[config.mk]
export PLATFORM = sky130hd
export DESIGN_NAME = mem_req_arbiter
export DESIGN_NICKNAME = d
export VERILOG_FILES = /design/src/rtl/mem_req_arbiter.sv
export SDC_FILE = /design/constraint.sdc
export NUM_CORES = 1
export LEC_CHECK = 0
export CAP_MARGIN = 25
export CORE_AREA = 2 2 107 109
export DETAILED_ROUTE_END_ITERATION = 7
export DIE_AREA = 0 0 109 111
export PLACE_DENSITY = 0.7
export SYNTH_ARGS = -nofsm -noshare
export SYNTH_HDL_FRONTEND = slang
export SYNTH_SLANG_ARGS = --single-unit
[constraint.sdc]
create_clock -name clk -period 2.5 [get_ports clk]
set_clock_uncertainty 0.05 [all_clocks]
set_input_delay 0.375 -clock clk [delete_from_list [all_inputs] [get_ports clk]]
set_output_delay 0.375 -clock clk [all_outputs]
set_load 0.1 [all_outputs]
[src/rtl/mem_req_arbiter.sv]
// Two-port (instruction fetch / data) arbiter onto a single SRAM-like memory bus.
// Keeps an in-order owner FIFO so each bus response is routed back to its requester.
module mem_req_arbiter #(
   parameter int ADDR_W       = 32,
   parameter int DATA_W       = 32,
   parameter int MAX_OUTST    = 4,
   parameter int STARVE_LIMIT = 4
) (
   input  logic                        clk,
   input  logic                        reset,
   input  logic                        inst_req,
   input  logic [ADDR_W-1:0]           inst_addr,
   output logic                        inst_addr_ok,
   output logic                        inst_data_ok,
   output logic [DATA_W-1:0]           inst_rdata,
   input  logic                        data_req,
   input  logic                        data_wr,
   input  logic [1:0]                  data_size,
   input  logic [ADDR_W-1:0]           data_addr,
   input  logic [DATA_W-1:0]           data_wdata,
   output logic                        data_addr_ok,
   output logic                        data_data_ok,
   output logic [DATA_W-1:0]           data_rdata,
   output logic                        bus_req,
   output logic                        bus_wr,
   output logic [1:0]                  bus_size,
   output logic [ADDR_W-1:0]           bus_addr,
   output logic [DATA_W-1:0]           bus_wdata,
   input  logic                        bus_addr_ok,
   input  logic                        bus_data_ok,
   input  logic [DATA_W-1:0]           bus_rdata,
   output logic [$clog2(MAX_OUTST):0]  outst_cnt,
   output logic                        resp_err
);

   localparam int PTR_W = $clog2(MAX_OUTST);
   localparam int CNT_W = PTR_W + 1;
   localparam int STV_W = $clog2(STARVE_LIMIT + 1);
   localparam logic [CNT_W-1:0] FULL_CNT   = CNT_W'(MAX_OUTST);
   localparam logic [STV_W-1:0] STARVE_MAX = STV_W'(STARVE_LIMIT);

   logic [MAX_OUTST-1:0] owner_q;   // 1 = data port, 0 = inst port
   logic [PTR_W-1:0]     head;
   logic [PTR_W-1:0]     tail;
   logic [STV_W-1:0]     starve_cnt;
   logic                 full;
   logic                 empty;
   logic                 sel_data;
   logic                 sel_inst;
   logic                 grant;
   logic                 pop;
   logic                 head_owner;

   // Handshake: a port request is held stable until its addr_ok pulse; that pulse is the
   // bus grant itself (bus_req && bus_addr_ok). Responses come back in issue order, one
   // data_ok per bus_data_ok, never in the same cycle as the matching addr_ok.
   always_comb begin
      full       = (outst_cnt == FULL_CNT);
      empty      = (outst_cnt == '0);
      sel_data   = data_req && !(inst_req && (starve_cnt == STARVE_MAX));
      sel_inst   = inst_req && !sel_data;
      // Full uses the registered count, so a same-cycle pop cannot re-open the bus.
      bus_req    = !reset && (inst_req || data_req) && !full;
      grant      = bus_req && bus_addr_ok;
      pop        = !reset && bus_data_ok && !empty;
      head_owner = owner_q[head];

      bus_wr    = 1'b0;
      bus_size  = 2'b10;
      bus_addr  = inst_addr;
      bus_wdata = '0;
      if (sel_data) begin
         bus_wr    = data_wr;
         bus_size  = data_size;
         bus_addr  = data_addr;
         bus_wdata = data_wdata;
      end

      inst_addr_ok = grant && sel_inst;
      data_addr_ok = grant && sel_data;
      inst_data_ok = pop && !head_owner;
      data_data_ok = pop && head_owner;
      inst_rdata   = bus_rdata;
      data_rdata   = bus_rdata;
   end

   always_ff @(posedge clk) begin
      if (reset) begin
         head       <= '0;
         tail       <= '0;
         outst_cnt  <= '0;
         starve_cnt <= '0;
         resp_err   <= 1'b0;
      end else begin
         if (grant) tail <= tail + PTR_W'(1);
         if (pop)   head <= head + PTR_W'(1);
         case ({grant, pop})
            2'b10:   outst_cnt <= outst_cnt + CNT_W'(1);
            2'b01:   outst_cnt <= outst_cnt - CNT_W'(1);
            default: outst_cnt <= outst_cnt;
         endcase
         if (bus_data_ok && empty) resp_err <= 1'b1;
         // Counts consecutive data wins while inst waits; at the limit inst takes the bus.
         if (!inst_req || (grant && sel_inst)) begin
            starve_cnt <= '0;
         end else if (grant && sel_data && (starve_cnt != STARVE_MAX)) begin
            starve_cnt <= starve_cnt + STV_W'(1);
         end
      end
   end

   always_ff @(posedge clk) begin
      if (grant) owner_q[tail] <= sel_data;
   end

endmodule

==> flow_summary.yaml, run 1 <==
yosys:
  synth.avg_cell_area_um2: 6.61
  synthFlopType: "dfxtp_1"
  yosysMostFrequentCell: "nand2_1"
  synth_top_area_share_pct: 25.4
  synth-edff-count: 4
  synth_cell_types: 29
  ys_warn_count: 0
  seq_area_frac_synth_pct: 17.7
  synthCells: 291
  ys_seq_elements: 15
  synthesis.nets: 436
  netlist_area_mm2: 0.00192
  yosysTopAreaCell: "buf_4"
  ys_top_cells_by_count: "nand2_1 (103), buf_4 (65), and3_1 (34), dfxtp_1 (11)"
  yosys-top-cells-area: "buf_4 (25%), nand2_1 (20%), dfxtp_1 (11%), and3_1 (11%), edfxtp_1 (6.2%)"
  ys_async_sr_fraction_pct: 0
setup_path:
  rr_worst_depth: 9
  worstSetupEndpointType: "primary output"
  rr_endpoint: "outst_cnt[2]"
  worstPathArrival_ns: 1.94
  cp_max_fo: 23
  required_ns: 2.08
  start_kind: "input port"
  r2r_start: "outst_cnt[0]"
  r2r_slack_ns: 0.33
  crit_type: "input port to primary output"
finish:
  diodes: 0
  fin_nets: 555
  seq_area_um2: 352
  fillers: 1079
  multi_input_area_mm2: 0.00103
  areaGrowthSynthToFinish_pct: 123
  drive_gt1_share_pct: 26.4
routing:
  drcViolationCount: 0
  drt-total-wl_um: 7740
  wl_per_cell_um: 14.0
  num_vias: 2219
  viasPerCell: 4.02
  ant_nets: 0
  drt_iter0_markers: 73
  drt_first_pass_iters: 4
global_route:
  grt_pass1_vias: 2279
  grt_max_degree: 39
  antenna_found_initial: 0
  track_usage_pct: 12.3
  overflow: 0
  grt_pass1_wl_um: 12000
timing:
  tns_ns: 0
  setup_viol: 0
  fmax_mhz: 423
  rsz0062_at_grt: "no"
  finalWorstSetupSlack_ns: 0.138
  hold_viol: 0
  period_share_pct: 94.5
  relSlewSlack_pct: 76.7
  min_period_ns: 2.36
  whs_ns: 0.424
  tightest_slew_ns: 0.347
  maxSlewViolCount: 0
clocking:
  clock_sinks: 15
  path_clk_slew_ns: 0.05
  cts-root-buf: "clkbuf_16"
  cts_tree: "done"
  cts_buffers: 3
  cts_max_path_buffers: 2
  htreeDepth: 1
  post_cts_buffers: 0
  cts_hold_buf: 0
  insertion_delay_ns: 0.25
min_path:
  hold_path_class: "flop to flop"
  min_path_cells: 2
  hold_start: "resp_err"
  hold_end: "resp_err"
outcome:
  status: "finished, final reports clean"
place:
  place.gp.congestion: 0.788
  place_ws_ns: -0.0871
  post-dp-hpwl_um: 6630
  io_buffers: 180
floorplanning:
  die_area_mm2: 0.0121
  die_h_um: 111
  rows: 39
  start_util_pct: 17.4
  boundaryPins: 277
  die_w_um: 109
  fp.coreArea_mm2: 0.0111
power_and_ir_drop:
  peakVddDrop_uv: 286
  p_total_mw: 1.87
  powerDensity_mw_per_mm2: 435
  power.leakage_nw: 1.93
run:
  cap_violations: 0
-- what timing repair did --
| item | CTS | global route |
|---|---|---|
| resized for setup | 1 | 3 |
| hold endpoints to repair | 0 | 0 |
| endpoints found under the setup margin | 8 | 18 |
-- critical path: stages --
cell             delay (ns)
clkdlybuf4s50_1        0.48
buf_4                  0.12
nand3_1                0.16
nand2_2                0.15
clkinv_1               0.10
buf_6                  0.18
nand2_1                0.08
nand2_1                0.10
buf_12                 0.19
-- sequential cells by signal, summed over array words and instances, names as in the netlist --
signal,cells
owner_q,4
outst_cnt,3
starve_cnt,3
head,2
tail,2
resp_err,1
-- through the flow --
| stage | std cells | area (um^2) | utilization, % |
|---|---|---|---|
| after floorplan | 291 | 1960 | - |
| after global placement | 548 | 4200 | 37.9 |
| after detailed placement | 548 | 4200 | 37.9 |
| after CTS | 552 | 4280 | 38.6 |
| after global routing | 552 | 4290 | 38.7 |
| final | 552 | 4290 | 38.7 |
-- metal layers --
metal / wire length (um) / track usage, %
met1: 2860 / 14.4
met2: 4060 / 21.9
met3: 728 / 3.70
met4: 91 / 2.65
met5: 0 / 0
-- worst max path at each step --
stage,to,start,cells past startpoint
after floorplan,outst_cnt[2],outst_cnt[2],9
after global placement,bus_addr[10],data_req,8
after detailed placement,outst_cnt[2],reset,8
after CTS,bus_addr[14],data_req,8
after global routing,bus_addr[3],inst_req,9
final,bus_addr[14],inst_req,9
-- where the power goes --
group          internal [mW]  switching, mW  total, mW
Clock                  0.216         0.0963      0.312
Sequential             0.261         0.0119      0.273
Combinational          0.498          0.784       1.28
Total                  0.975          0.893       1.87
-- area by class of cell --
class / instances / area share (%)
multi-input cells: 189 / 24.1
inverters: 9 / 0.788
well taps: 143 / 4.17
flip-flops and latches: 15 / 8.20
clock buffers: 4 / 1.84
repair buffers: 192 / 60.9
-- placed cells by master, fill, tap and decap left out, types with 2 or more instances in the layout --
master	count
nor2_1	7
nand2b_1	3
clkbuf_16	3
xor2_1	2
buf_6	3
dfxtp_1	8
nand4_1	2
a21oi_1	8
and2_2	4
nand2_1	102
nor3_1	2
edfxtp_1	4
o21ai_0	2
nor3b_2	2
dfxtp_4	3
xnor2_1	2
nor2_4	2
ha_1	7
inv_1	7
buf_12	72
clkdlybuf4s50_1	104
and3_1	34
buf_4	13
-- cells by family (layout without fill, tap and decap cells) --
logic type | Yosys count | in the layout | synth area share [%]
xor+xnor | 4 | 4 | 1.82
mux | 2 | 2 | 1.69
compound gates | 10 | 10 | 2.60
buf+inv | 87 | 205 | 29.9
fa+ha+maj | 8 | 8 | 5.60
flops | 15 | 15 | 17.7
simple gates | 165 | 165 | 40.7
Power figures use the tool's default switching activity.
==> inputs of run 2 (changes only) <==
--- a/config.mk
+++ b/config.mk
@@ -6,10 +6,12 @@
 export NUM_CORES = 1
 export LEC_CHECK = 0
 export CAP_MARGIN = 25
-export CORE_AREA = 2 2 107 109
+export CORE_AREA = 2 2 108 110
+export CTS_BUF_LIST = sky130_fd_sc_hd__clkbuf_8
 export DETAILED_ROUTE_END_ITERATION = 7
-export DIE_AREA = 0 0 109 111
-export PLACE_DENSITY = 0.7
+export DIE_AREA = 0 0 110 112
+export PLACE_DENSITY = 0.69
+export REMOVE_ABC_BUFFERS = 1
 export SYNTH_ARGS = -nofsm -noshare
 export SYNTH_HDL_FRONTEND = slang
 export SYNTH_SLANG_ARGS = --single-unit
==> run 2 against run 1 <==
Against the previous run: register-to-register slack barely moved; setup slack got worse by 0.0037 ns; via count rose by 8.0%; core utilization fell by 0.82 points; clock-buffer cell count fell by 1; cell count rose by 0.18%; final area fell by 1.3%; highest routed layer unchanged; total power fell by 6.3%; non-clock buffer count rose by 1; clock power fell by 38%.
==> flow_summary.yaml, run 2 (same netlist as run 1, synthesis figures left out) <==
floorplanning:
  die_w_um: 110
  die_h_um: 112
  die_area_mm2: 0.0123
  start_util_pct: 17.2
  fp.coreArea_mm2: 0.0112
  rows: 39
  boundaryPins: 277
global_route:
  grt_max_degree: 39
  grt_pass1_vias: 2326
  antenna_found_initial: 0
  track_usage_pct: 14.5
  overflow: 0
  grt_pass1_wl_um: 13300
timing:
  finalWorstSetupSlack_ns: 0.134
  tightest_slew_ns: 0.347
  tns_ns: 0
  whs_ns: 0.435
  fmax_mhz: 423
  min_period_ns: 2.37
  period_share_pct: 94.6
  relSlewSlack_pct: 76.7
  hold_viol: 0
  maxSlewViolCount: 0
  setup_viol: 0
  rsz0062_at_grt: "no"
place:
  place.gp.congestion: 0.756
  io_buffers: 180
  post-dp-hpwl_um: 8000
  placed_area_mm2: 0.00418
  place_ws_ns: -0.0732
routing:
  drcViolationCount: 0
  drt_first_pass_iters: 4
  ant_nets: 0
  viasPerCell: 4.33
  num_vias: 2397
  drt_iter0_markers: 149
  wl_per_cell_um: 17.3
  drt-total-wl_um: 9550
clocking:
  clock_sinks: 15
  cts_buffers: 3
  cts_max_path_buffers: 2
  insertion_delay_ns: 0.25
  post_cts_buffers: 0
  htreeDepth: 1
  cts_tree: "done"
  path_clk_slew_ns: 0.06
  cts-root-buf: "clkbuf_8"
setup_path:
  path_cells: "clkdlybuf4s50_1 -> buf_4 -> nand3_1 -> nand2_1 -> clkinv_1 -> buf_12 -> nor2_1 -> buf_12"
  start_kind: "input port"
  crit_type: "input port to primary output"
  worstSetupEndpointType: "primary output"
  required_ns: 2.08
  crit_slowest_cell: "clkdlybuf4s50_1"
  rr_worst_depth: 9
  slowest_delay_ns: 0.49
  cp_max_fo: 38
  cpMostUsedCell: "buf_12"
  worstPathArrival_ns: 1.94
min_path:
  hold_path_class: "flop to flop"
  min_path_cells: 2
power_and_ir_drop:
  power.leakage_nw: 1.93
  peakVddDrop_uv: 217
  powerDensity_mw_per_mm2: 413
finish:
  largest_register_ffs: 4
  layout_commonest_cell: "clkdlybuf4s50_1"
  fin_nets: 556
  layout_common_cells: "clkdlybuf4s50_1 (104), nand2_1 (103), buf_12 (73), and3_1 (34), buf_4 (15)"
  final_util_pct: 37.9
  areaGrowthSynthToFinish_pct: 120
  reg_top3: "owner_q: 4 flops, outst_cnt: 3 flops, starve_cnt: 3 flops"
  final_area_mm2: 0.00424
  diodes: 0
  top_register: "owner_q"
  drive_gt1_share_pct: 24.6
outcome:
  status: "finished, final reports clean"
run:
  cap_violations: 0
[run 2: area by class of cell]
class | instances | area, um^2
inverters | 9 | 33.8
well taps | 143 | 179
clock inverters | 1 | 3.75
fillers | 1123 | 6940
multi-input cells | 189 | 1010
repair buffers | 193 | 2630
clock buffers | 3 | 41.3
flip-flops and latches | 15 | 340
[run 2: routing by layer]
layer / vias up / GRT usage, % / wire length (um)
li1: 1093 / - / -
met1: 1090 / 15.9 / 3470
met2: 204 / 21.8 / 4300
met3: 10 / 10.8 / 1720
met4: 0 / 2.70 / 63
met5: - / 7.56 / 0
[run 2: timing repair]
action,in CTS,in global routing
resized for setup,0,2
endpoints found under the setup margin,0,33
hold buffers,0,0
[run 2: worst max-delay path, delay by kind of cell]
kind          cells  cell delay [ns]
simple gates      3             0.44
buf+inv           5             1.10
[run 2: worst paths after layout]
check / start / end / slack, ns
max reg2reg: outst_cnt[2] / outst_cnt[2] / 0.32
min: starve_cnt[1] / starve_cnt[1] / 0.43
max: inst_req / inst_addr_ok / 0.13
min reg2reg: starve_cnt[1] / starve_cnt[1] / 0.43
[run 2: metrics by stage]
step / std cells / power (mW)
after floorplan: 213 / 0.986
after CTS: 553 / 1.76
final: 553 / 1.75
after global routing: 553 / 1.81
after global placement: 549 / 1.55
after detailed placement: 549 / 1.57
[run 2: power breakdown]
part	switching, mW	internal, mW
clock network	0.0848	0.109
logic	0.785	0.499
registers	0.0124	0.260
total	0.883	0.868
==> inputs of run 3 (changes only) <==
==> constraint.sdc (replaced) <==
create_clock -name clk -period 2.5 [get_ports clk]
set_clock_uncertainty 0.05 [all_clocks]
set_input_delay 0.5 -clock clk [delete_from_list [all_inputs] [get_ports clk]]
set_output_delay 0.5 -clock clk [all_outputs]
set_load 0.1 [all_outputs]
==> run 3 against run 2 <==
Against the previous run: wire length down 1.6%; cell count rose by 0.54%; register-to-register slack hardly changed; setup slack improved by 0.047 ns; largest cell class unchanged; flip-flop and latch count unchanged; non-clock buffer count rose by 3; fmax grew 2.0%.
==> flow_summary.yaml, run 3 (same netlist as run 1, synthesis figures left out) <==
clocking:
  cts_tree: "done"
  path_clk_slew_ns: 0.06
  insertion_delay_ns: 0.24
  cts_buffers: 3
  clock_sinks: 15
  cts_max_path_buffers: 2
  cts-root-buf: "clkbuf_8"
  htreeDepth: 1
floorplanning:
  start_util_pct: 17.2
  die_h_um: 112
  fp.coreArea_mm2: 0.0112
  die_w_um: 110
  boundaryPins: 277
  rows: 39
  die_area_mm2: 0.0123
finish:
  layout_common_cells: "nand2_1 (101), clkdlybuf4s50_1 (101), buf_12 (73), and3_1 (34), buf_4 (16)"
  drive_gt1_share_pct: 26.6
  largest_register_ffs: 4
  fin_nets: 559
  diodes: 0
  seq_area_um2: 340
  final_util_pct: 38.5
  fillers: 1098
  reg_top3: "owner_q: 4 flops, outst_cnt: 3 flops, starve_cnt: 3 flops"
  top_register: "owner_q"
  multi_input_area_mm2: 0.00102
  areaGrowthSynthToFinish_pct: 123
  final_area_mm2: 0.00430
global_route:
  antenna_found_initial: 0
  overflow: 0
  track_usage_pct: 14.1
  grt_pass1_wl_um: 13000
  grt_pass1_vias: 2372
  grt_max_degree: 35
outcome:
  status: "finished, final reports clean"
setup_path:
  cp_max_fo: 34
  crit_type: "flop to primary output"
  start_kind: "flop"
  worstPathArrival_ns: 1.77
  required_ns: 1.95
  worstSetupEndpointType: "primary output"
routing:
  drt_first_pass_iters: 4
  drt_iter0_markers: 103
  num_vias: 2398
  viasPerCell: 4.31
  drcViolationCount: 0
  wl_per_cell_um: 16.9
  drt-total-wl_um: 9390
  ant_nets: 0
timing:
  whs_ns: 0.434
  setup_viol: 0
  period_share_pct: 92.8
  maxSlewViolCount: 0
  hold_viol: 0
  rsz0062_at_grt: "no"
  relSlewSlack_pct: 75.8
  min_period_ns: 2.32
  finalWorstSetupSlack_ns: 0.181
  fmax_mhz: 431
  tightest_slew_ns: 0.360
place:
  place_ws_ns: -0.202
  place.gp.congestion: 0.790
  io_buffers: 180
  placed_area_mm2: 0.00420
  post-dp-hpwl_um: 7860
power_and_ir_drop:
  peakVddDrop_uv: 197
  powerDensity_mw_per_mm2: 408
  power.leakage_nw: 1.97
run:
  cap_violations: 0
min_path:
  hold_path_class: "flop to flop"
-- run 3: cell count changes in the layout (fill, tap and decap cells not counted), sizes merged --
cell,previous run,this run
dlymetal6s2s,0,2
buf,89,91
dlygate4sd2,0,1
clkbuf,3,4
clkdlybuf4s50,104,101
-- run 3: path summary, 6_finish.rpt --
| check | startpoint | end | slack (ns) | cells after the start |
|---|---|---|---|---|
| setup / recovery | starve_cnt[0] | bus_wdata[25] | 0.18 | 6 |
| hold reg to reg | starve_cnt[1] | starve_cnt[1] | 0.43 | 2 |
| setup reg to reg | outst_cnt[2] | outst_cnt[2] | 0.31 | 9 |
| hold / removal | starve_cnt[1] | starve_cnt[1] | 0.43 | 2 |
-- run 3: repair_timing --
item,4_1_cts,5_1_grt
hold buffers,0,0
cloned,0,1
resized for setup,5,8
setup buffers,0,0
endpoints found under the setup margin,35,35
-- run 3: area by class of cell --
class	count	area share (%)
clock inverter	1	0.0874
multi-input combinational	189	23.7
clock buffer	3	0.961
timing repair buffer	196	62.2
sequential	15	7.92
inverter	9	0.903
tap	143	4.16
-- run 3: where the power goes --
| part | leakage, nW | switching [mW] | internal [mW] |
|---|---|---|---|
| Combinational | 1.82 | 0.788 | 0.505 |
| Clock | 0.0269 | 0.0791 | 0.108 |
| Sequential | 0.126 | 0.0120 | 0.261 |
| Total | 1.97 | 0.879 | 0.874 |
-- run 3: metal layers --
metal	wire [um]	track usage, %	part of all wire [%]	vias to the layer above
met5	40	7.56	0.43	-
met4	107	3.21	1.1	2
met3	1660	10.2	18	13
met2	4040	20.7	43	209
met1	3550	16.0	38	1067
li1	-	-	-	1107
-- run 3: critical path, cell delays in order, from the launching register on --
cell and delay, ns:
dfxtp_1 0.35, inv_1 0.07, ha_1 0.22, nand3_1 0.12, buf_4 0.29, and3_1 0.28
buf_12 0.19
-- run 3: through the flow --
stage	cells	setup TNS [ns]	power [mW]
after floorplan	213	-53.17	0.986
after global placement	551	-0.312	1.56
after detailed placement	551	-1.69	1.57
after CTS	555	0	1.76
after global routing	556	0	1.82
final	556	0	1.75
